===== config.mk =====
export PLATFORM = sky130hd
export DESIGN_NAME = sm510_lcd_capture
export DESIGN_NICKNAME = d
export VERILOG_FILES = /design/src/rtl/sm510_lcd_capture.sv
export SDC_FILE = /design/constraint.sdc
export NUM_CORES = 1
export LEC_CHECK = 0
export BUFFER_PORTS_ARGS = -buffer_cell sky130_fd_sc_hd__buf_2
export CELL_PAD_IN_SITES_DETAIL_PLACEMENT = 1
export CELL_PAD_IN_SITES_GLOBAL_PLACEMENT = 2
export CORE_MARGIN = 3
export CORE_UTILIZATION = 36
export CTS_BUF_LIST = sky130_fd_sc_hd__clkbuf_16
export DETAILED_ROUTE_END_ITERATION = 16
export PLACE_DENSITY_LB_ADDON = 0.25
export SYNTH_ARGS = -nofsm -noshare
export SYNTH_HDL_FRONTEND = slang
export SYNTH_SLANG_ARGS = --single-unit

===== constraint.sdc =====
create_clock -name clk -period 6.6 [get_ports clk]
set_input_delay 0 -clock clk [delete_from_list [all_inputs] [get_ports clk]]
set_output_delay 0 -clock clk [all_outputs]
set_load 0.005 [all_outputs]

===== src/rtl/sm510_lcd_capture.sv =====
// SM510 LCD frame capture: rebuilds 4-common frames into a double-buffered 4x33 bitmap, with a registered read port.
// Row write 2+SETTLE clk after H changes at the pins; frame_done one clk after the last row; freeze defers the swap.
module sm510_lcd_capture #(
    parameter int unsigned SETTLE  = 2,
    parameter logic [23:0] TIMEOUT = 24'd2000000
) (
    input  logic        clk,
    input  logic        rst,
    input  logic [3:0]  H,
    input  logic [15:0] segA,
    input  logic [15:0] segB,
    input  logic        Bs,
    input  logic        freeze,
    input  logic [1:0]  rd_row,
    output logic [32:0] rd_data,
    output logic        frame_done,
    output logic [7:0]  frame_cnt,
    output logic        seq_err,
    output logic        blank
);
    typedef enum logic [1:0] {IDLE, CAP, DONE} state_t;

    localparam logic [3:0] SET = SETTLE[3:0];

    state_t      state_q;
    logic [3:0]  h_q, h_prev_q;
    logic [32:0] seg_q;
    logic [3:0]  settle_q, settle_d;
    logic [23:0] tmo_q, tmo_d;
    logic [1:0]  expect_q;
    logic        sel_q;
    logic [32:0] buf_q [2][4];

    logic       h_chg, strobe, tmo_hit, swap;
    logic [1:0] idx;

    always_comb begin
        h_chg    = (h_q != h_prev_q);
        settle_d = h_chg ? 4'd0 : ((settle_q == SET) ? SET : settle_q + 4'd1);
        tmo_d    = h_chg ? 24'd0 : ((tmo_q == TIMEOUT) ? TIMEOUT : tmo_q + 24'd1);
        // Strobe on the single cycle the settle count is about to reach SETTLE.
        strobe   = !h_chg && (settle_q == SET - 4'd1) && $onehot(h_q);
        tmo_hit  = !h_chg && (tmo_q == TIMEOUT - 24'd1);
        swap     = (state_q == DONE) && !freeze;
        idx      = 2'd0;
        case (h_q)
            4'b0010: idx = 2'd1;
            4'b0100: idx = 2'd2;
            4'b1000: idx = 2'd3;
            default: idx = 2'd0;
        endcase
    end

    always_ff @(posedge clk) begin
        if (!rst) begin
            state_q    <= IDLE;
            h_q        <= 4'd0;
            h_prev_q   <= 4'd0;
            seg_q      <= 33'd0;
            settle_q   <= 4'd0;
            tmo_q      <= 24'd0;
            expect_q   <= 2'd0;
            sel_q      <= 1'b0;
            rd_data    <= 33'd0;
            frame_done <= 1'b0;
            frame_cnt  <= 8'd0;
            seq_err    <= 1'b0;
            blank      <= 1'b1;
            for (int b = 0; b < 2; b++) begin
                for (int r = 0; r < 4; r++) begin
                    buf_q[b][r] <= 33'd0;
                end
            end
        end else begin
            h_q        <= H;
            seg_q      <= {Bs, segB, segA};
            h_prev_q   <= h_q;
            settle_q   <= settle_d;
            tmo_q      <= tmo_d;
            frame_done <= 1'b0;
            seq_err    <= 1'b0;
            // Registered before any swap lands, so a read never sees a half-switched buffer.
            rd_data    <= buf_q[sel_q][rd_row];
            case (state_q)
                IDLE: begin
                    if (strobe && idx == 2'd0) begin
                        buf_q[~sel_q][0] <= seg_q;
                        expect_q         <= 2'd1;
                        state_q          <= CAP;
                    end
                end
                CAP: begin
                    if (strobe) begin
                        if (idx == expect_q) begin
                            buf_q[~sel_q][idx] <= seg_q;
                            if (idx == 2'd3) state_q <= DONE;
                            else             expect_q <= expect_q + 2'd1;
                        end else begin
                            seq_err <= 1'b1;
                            if (idx == 2'd0) begin
                                buf_q[~sel_q][0] <= seg_q;
                                expect_q         <= 2'd1;
                            end else begin
                                state_q <= IDLE;
                            end
                        end
                    end
                end
                DONE: begin
                    if (swap) begin
                        sel_q      <= ~sel_q;
                        frame_done <= 1'b1;
                        frame_cnt  <= frame_cnt + 8'd1;
                        blank      <= 1'b0;
                        state_q    <= IDLE;
                    end
                end
                default: state_q <= IDLE;
            endcase
            // A stalled driver abandons any partial frame; a pending swap still completes.
            if (tmo_hit && !swap) begin
                blank   <= 1'b1;
                state_q <= IDLE;
            end
        end
    end
endmodule


==> flow_summary_export.csv, run 1 <==
group,metric,value,unit
worst_setup_path,startpoint,"h_q[3]",
synth,syn_inst,1077,
power_and_ir_drop,p_leak,6.57,nW
drt,drtAntennaViolNets,0,
synth,synth-simple-area-share,13.9,%
worst_setup_path,required,6810,ps
synth,yosysWarningCount,0,
synth,synth-edff-count,264,
timing,fin_setup_tns,0,ps
die,rows,74,
power_and_ir_drop,ir_drop,174,µV
layout,multiInputGateArea,4790,µm²
die,fp.dieW,212,µm
worst_setup_path,reg2reg_to,"buf_q[1][43]",
cts,clkLatencyLatePin,560,ps
die,die_h,212,µm
synth,synthAdderAreaFrac,0.950,%
worst_setup_path,end_kind,"register",
cts,clock_sinks,383,
die,num_io_pins,86,
worst_setup_path,critical_path.endpoint,"buf_q[1][43]",
cts,cts_tree,"yes",
layout,area_growth_syn_to_layout,19.2,%
cts,path_clk_slew,60,ps
worst_setup_path,cp_max_fo,21,
synth,synth.area.mux_share,12.1,%
global_route,grt_max_degree,67,
timing,tightest_slew,1060,ps
cts,numCtsBuffers,44,
drt,drt-initial-drc-count,450,
synth,async_flop_share,0,%
timing,max_clock_freq,206,MHz
outcome,status,"completed",
worst_setup_path,ff2ff_path_depth,11,
timing,setup_violations,0,
layout,drive_gt1_share,20.8,%
timing,whs,134,ps
timing,setup_slack,1740,ps
placement,portBuffers,85,
layout,antenna_cells,0,
cts,postCtsSetupBuffers,0,
timing,fin_skew,16.1,ps
power_and_ir_drop,powerDensity,289,nW/µm²
drt,wl_per_cell,21.0,µm
timing,rsz0062_at_grt,"no",
power_and_ir_drop,power.total,5.26,mW
worst_setup_path,ff2ff_setup_slack,1740,ps
global_route,antenna_found_initial,0,
synth,syn_avg_cell_area,14.2,µm²
placement,post-place-ws,1740,ps
cts,cts_resized,0,
synth,synth_area,15300,µm²
synth,synth-seq-cells,383,
cts,cts_buffer_depth,3,
drt,vias,8899,
cts,cts_root_buffer,"clkbuf_16",
hold_path,hold_start,"rst",
timing,hold_viol_final,0,
timing,slew_viol_final,0,
drt,dr.pass1.iters,4,
worst_setup_path,start_kind,"register",
drt,drc,0,
hold_path,hold_path.class,"primary input to register",
cts,hold_buffers,38,
placement,hpwl,21.9,mm
timing,max_slew_margin,28.7,%
layout,n_fill_cell,4203,
cts,h-tree-depth,2,
global_route,grt_pass1_vias,9745,
global_route,grt_pass1_wl,58.5,mm
synth,yosysSeqAreaShare,67.5,%
worst_setup_path,cp.arrival,5070,ps
synth,syn_nets,1130,
die,die_area,44900,µm²
synth,synth_xor_area_share,2.00,%
timing,finalCritPeriodShare,73.6,%
die,core_area,41400,µm²
layout,final_nets,1264,
global_route,globalRouteTotalUtil,17.2,%
placement,finalWeightedCongestion,0.748,
timing,min_period,4860,ps
synth,synth_flop_cell,"edfxtp_1",
drt,routed_wl,37.4,mm
layout,ff_latch_area,10300,µm²
global_route,grt_overflow,0,
worst_setup_path,path_class,"register to register",
die,start_util,36.9,%
worst_setup_path,r2r-start,"h_q[3]",
drt,avgViaCountPerCell,5.00,
synth,synth_compound_area_share,1.70,%
run,maxCapViolCount,0,
synth,ys_types,53,
synth,synth_top_family_by_area,"simple AND/OR/NAND/NOR gates",
[layout by cell type (no fill, tap or decap), drive strengths merged, types with 2 or more instances in the layout]
master | synthesis | routed
o41ai | 2 | 2
a211oi | 2 | 2
or2 | 3 | 3
clkinv | 0 | 14
or4 | 3 | 3
o211ai | 4 | 4
nand4 | 10 | 10
a21oi | 5 | 5
nor4b | 2 | 2
o31ai | 5 | 5
bufinv | 0 | 2
nand2b | 3 | 3
ha | 10 | 10
mux4 | 66 | 66
nand3 | 15 | 15
inv | 14 | 30
dlygate4sd3 | 0 | 38
dfxtp | 119 | 119
and2 | 106 | 106
nor2 | 217 | 217
buf | 24 | 107
and3 | 8 | 8
clkinvlp | 0 | 2
o22ai | 3 | 3
xnor2 | 15 | 15
nand2 | 48 | 48
and4 | 6 | 6
o21ai | 8 | 8
edfxtp | 264 | 264
nand3b | 2 | 2
clkbuf | 33 | 48
nor4 | 6 | 6
mux2i | 35 | 35
nor3b | 2 | 2
xor2 | 19 | 19
nor3 | 6 | 6
[where the power goes]
part / total [mW] / internal (mW) / switching (mW)
combinational: 0.227 / 0.0972 / 0.130
clock: 2.36 / 1.39 / 0.972
sequential: 2.67 / 2.64 / 0.0335
total: 5.26 / 4.12 / 1.14
[kinds of logic (layout without fill, tap and decap cells)]
kind of cell    Yosys count  in the layout
simple gates            441            441
flops                   383            383
mux                     102            102
buf+inv                  71            241
compound gates           35             35
xor+xnor                 34             34
fa+ha+maj                11             11
[layer usage]
layer  track usage [%]  up-vias  routed length (µm)
met5                 0        -                   0
met4              3.90        0                 622
met3              3.01       51                1310
met2              29.2      144               18500
met1              23.3     4531               17000
li1                  -     4173                   -
[worst min path at each step]
| stage | to | slack [ps] | cells past startpoint |
|---|---|---|---|
| 2_1_floorplan | h_q[0] | 130 | 1 |
| 6_report | expect_q[0] | 130 | 3 |
| 4_1_cts | expect_q[0] | 140 | 3 |
| 5_1_grt | h_q[2] | 170 | 3 |
| 3_3_place_gp | seg_q[26] | 210 | 2 |
| 3_5_place_dp | seg_q[12] | 210 | 2 |
[synthesized netlist by cell type, types with 2 or more instances]
| cell type | n | area share, % |
|---|---|---|
| o41ai_1 | 2 | 0.11 |
| o22ai_1 | 3 | 0.12 |
| and4_1 | 6 | 0.34 |
| inv_1 | 14 | 0.34 |
| or4_1 | 3 | 0.15 |
| o31ai_1 | 5 | 0.25 |
| xnor2_1 | 14 | 0.80 |
| mux2i_1 | 35 | 2.3 |
| ha_1 | 10 | 0.82 |
| nor4_1 | 5 | 0.20 |
| mux4_2 | 66 | 9.7 |
| nand2b_1 | 3 | 0.12 |
| nor3_1 | 6 | 0.20 |
| nand3_1 | 15 | 0.49 |
| xor2_1 | 19 | 1.1 |
| dfxtp_1 | 119 | 16 |
| edfxtp_1 | 264 | 52 |
| a211oi_1 | 2 | 0.098 |
| nand4_1 | 9 | 0.37 |
| buf_1 | 10 | 0.25 |
| clkbuf_1 | 30 | 0.74 |
| nor4b_1 | 2 | 0.11 |
| buf_2 | 14 | 0.46 |
| o211ai_1 | 3 | 0.15 |
| clkbuf_2 | 3 | 0.098 |
| nor2_1 | 217 | 5.3 |
| and2_1 | 106 | 4.3 |
| a21oi_1 | 4 | 0.13 |
| nand3b_1 | 2 | 0.098 |
| or2_2 | 3 | 0.12 |
| nand2_1 | 48 | 1.2 |
| o21ai_0 | 7 | 0.23 |
| and3_1 | 8 | 0.33 |
[registers in the layout, indices dropped and copies added, names as in the netlist, 2 cells and up, named ones only]
register   flops
settle_q       4
buf_q        264
h_q            4
rd_data       33
expect_q       2
state_q        2
h_prev_q       4
tmo_q         24
frame_cnt      8
seg_q         33
[per-stage QoR]
step	area (µm²)	std cells	utilization [%]
finish	18200	1779	44.0
global route	18200	1779	44.0
CTS	18200	1779	44.0
detailed placement	16400	1659	39.6
global placement	16400	1659	39.6
floorplan	15300	1077	-
[layout make-up]
type | count | share of cell area, %
clock inverter | 34 | 1.18
inverter | 14 | 0.289
sequential | 383 | 56.7
clock buffer | 48 | 6.60
multi-input combinational | 623 | 26.3
tap | 532 | 3.66
timing repair buffer | 145 | 5.33
[critical path, stage by stage (launching register included)]
cell,delay [ps]
dfxtp_1,550
inv_1,170
fa_1,510
inv_1,40
ha_1,170
ha_1,270
nor2_1,140
nand4_1,250
nor4_2,530
o21ai_1,520
o31ai_4,880
buf_4,490
(Power assumes the default switching activity.)
==> inputs of run 2 (changes only) <==
Settings changed: ABC_AREA set to 1.
Clock period 6.6 ns to 5.1 ns, I/O delays scaled along.
==> run 2 against run 1 <==
- die area increased by 1.8%
- critical endpoint is now buf_q[0][116]
- combinational power increased by 51%
- global-route usage increased by 1.8 points
- routed wire length increased by 15%
- worst hold slack improved by 13 ps
- cell count increased by 27%
- utilization decreased by 0.80 points
- largest cell class unchanged
- fmax increased by 23%
==> flow_summary_export.csv, run 2 <==
group,metric,value,unit
cts,cts_buffer_depth,3,
die,num_io_pins,86,
global_route,grt_pass1_vias,11700,
timing,min_period,3940,ps
drt,vias,11100,
layout,area_growth_syn_to_layout,17.5,%
synth,synth_area,15600,µm²
synth,synth_top_area_cell,"edfxtp_1",
layout,antenna_cells,0,
timing,hold_viol_final,0,
layout,mostFrequentLayoutCells,"nor2_1 (449), edfxtp_1 (264), o21ai_0 (175), inv_1 (138), dfxtp_1 (118)",
layout,top_regs,"buf_q (264), rd_data (33), seg_q (33)",
synth,async_flop_share,0,%
layout,final_common_cell,"nor2_1",
synth,synth_commonest_cells,"nor2_1 (452), edfxtp_1 (264), o21ai_0 (175), inv_1 (125), dfxtp_1 (119)",
timing,fin_setup_tns,0,ps
drt,routed_wl,42.9,mm
worst_setup_path,cp.arrival,4130,ps
outcome,status,"completed",
die,die_h,214,µm
timing,fin_skew,23.2,ps
timing,tightest_slew,1150,ps
global_route,globalRouteTotalUtil,19.0,%
worst_setup_path,cp_cell_sequence,"inv_1, fa_1, inv_1, ha_1, ha_1, nor2_1, nand4_1, inv_1, nand2_1, nor2_2, nand3_2, nand2_4, nand3_4, nand2_2",
placement,hpwl,25.6,mm
layout,drive_gt1_share,11.8,%
worst_setup_path,path_delay_family,"simple AND/OR/NAND/NOR gates",
timing,setup_violations,0,
synth,syn_avg_cell_area,10.2,µm²
die,core_area,42300,µm²
worst_setup_path,slowest_delay,840,ps
synth,synth_flop_cell,"edfxtp_1",
timing,slew_viol_final,0,
worst_setup_path,crit_buf_inv,3,
synth,synth_area_leaders,"edfxtp_1 (51%), dfxtp_1 (15%), nor2_1 (11%), o21ai_0 (5.6%), inv_1 (3.0%)",
synth,synth_top_area_share,51.0,%
worst_setup_path,cp_max_fo,34,
global_route,grt_max_degree,95,
worst_setup_path,start_kind,"register",
die,fp.dieW,214,µm
worst_setup_path,path_class,"register to register",
timing,rsz0062_at_grt,"no",
hold_path,hold_path.class,"primary input to register",
placement,portBuffers,85,
global_route,grt_pass1_wl,66.6,mm
power_and_ir_drop,ir_drop,176,µV
run,maxCapViolCount,0,
worst_setup_path,r2r-start,"h_q[0]",
timing,finalCritPeriodShare,77.3,%
cts,h-tree-depth,2,
placement,finalWeightedCongestion,0.764,
worst_setup_path,required,5290,ps
synth,syn_nets,1582,
cts,cts_tree,"yes",
synth,yosysSeqAreaShare,66.3,%
worst_setup_path,slowest_stage,"nand2_2",
synth,synth-edff-count,264,
layout,regMostFlops,"buf_q",
cts,cts_root_buffer,"clkbuf_16",
cts,postCtsSetupBuffers,0,
power_and_ir_drop,p_leak,7.07,nW
worst_setup_path,startpoint,"h_q[0]",
cts,path_clk_slew,60,ps
drt,drt-initial-drc-count,747,
power_and_ir_drop,powerDensity,368,nW/µm²
cts,numCtsBuffers,44,
drt,dr.pass1.iters,5,
synth,synth.most_common_cell,"nor2_1",
cts,clock_sinks,383,
drt,avgViaCountPerCell,4.95,
die,rows,75,
drt,wl_per_cell,19.1,µm
synth,ys_types,39,
drt,drtAntennaViolNets,0,
synth,yosysWarningCount,0,
worst_setup_path,worst_path_most_repeated_cell,"inv_1",
worst_setup_path,end_kind,"register",
layout,final_nets,1695,
layout,largest_reg_flops,264,
timing,max_slew_margin,23.4,%
timing,max_clock_freq,254,MHz
synth,synth-seq-cells,383,
drt,drc,0,
synth,syn_inst,1529,
die,die_area,45700,µm²
global_route,antenna_found_initial,0,
cts,clkLatencyLatePin,570,ps
hold_path,hold_start,"H[0]",
global_route,grt_overflow,0,
power_and_ir_drop,power.total,6.73,mW
die,start_util,36.8,%
run 2: changes by cell type after synthesis, sizes merged, moves of 10 or more:
cell	change
inv	+117
nand3	+21
xor2	-16
xnor2	-10
a31oi	+32
clkbuf	+23
and2	-106
mux2i	-35
mux4	-66
nor2	+239
nand2	+66
o21ai	+167
o22ai	+30
a21oi	+17
run 2: per-stage QoR:
| stage | instance area (µm²) | util, % | setup slack [ps] | cells | hold slack [ps] |
|---|---|---|---|---|---|
| final | 18300 | 43.2 | 1160 | 2253 | 147 |
| after CTS | 18300 | 43.2 | 1050 | 2253 | 116 |
| after global routing | 18300 | 43.2 | 846 | 2253 | 167 |
| after detailed placement | 16400 | 38.8 | 1080 | 2122 | 189 |
| after floorplan | 15600 | - | 1070 | 1529 | 97.6 |
| after global placement | 16400 | 38.8 | 1120 | 2122 | 180 |
run 2: kinds of logic (layout without fill, tap and decap cells):
family	after synthesis	after routing	synth area share (%)
compound gates	268	268	9.24
xor+xnor	8	8	0.450
fa+ha+maj	11	11	0.933
buf+inv	213	360	5.83
flops	383	383	66.3
simple gates	646	646	17.3
run 2: per-layer routing:
metal / vias up / track usage (%) / routed length, µm
li1: 5358 / - / -
met5: - / 0 / 0
met2: 180 / 33.7 / 21600
met1: 5559 / 24.1 / 18700
met4: 0 / 5.74 / 896
met3: 49 / 2.94 / 1720
run 2: final timing paths:
path                        end  slack (ps)  cells past startpoint
setup / recovery  buf_q[0][116]        1160                     14
hold / removal           h_q[0]         150                      4
setup reg to reg  buf_q[0][116]        1160                     14
hold reg to reg        tmo_q[0]         460                      1
run 2: worst min-delay path, delay by kind of cell:
family                 cells  cell delay, ps
buffers and inverters      3             640
and+or+nand+nor            1              40
run 2: cell type report:
type,count,area (µm²)
timing repair buffer,149,1040
clock buffer,46,1150
inverter,131,493
tap,577,722
fill,4692,24000
sequential,383,10300
multi-input combinational,933,4380
clock inverter,34,185
run 2: power breakdown:
| group | total, mW | switching, mW | leakage [nW] | internal [mW] |
|---|---|---|---|---|
| Sequential | 3.46 | 0.0330 | 3.72 | 3.42 |
| Clock | 2.93 | 1.25 | 0.708 | 1.67 |
| Combinational | 0.342 | 0.235 | 2.65 | 0.107 |
run 2: repair_timing:
action                     in CTS  in global routing
hold buffers                   51                  0
setup endpoints to repair       0                  0
resized for setup               0                  0
hold endpoints to repair       44                  0
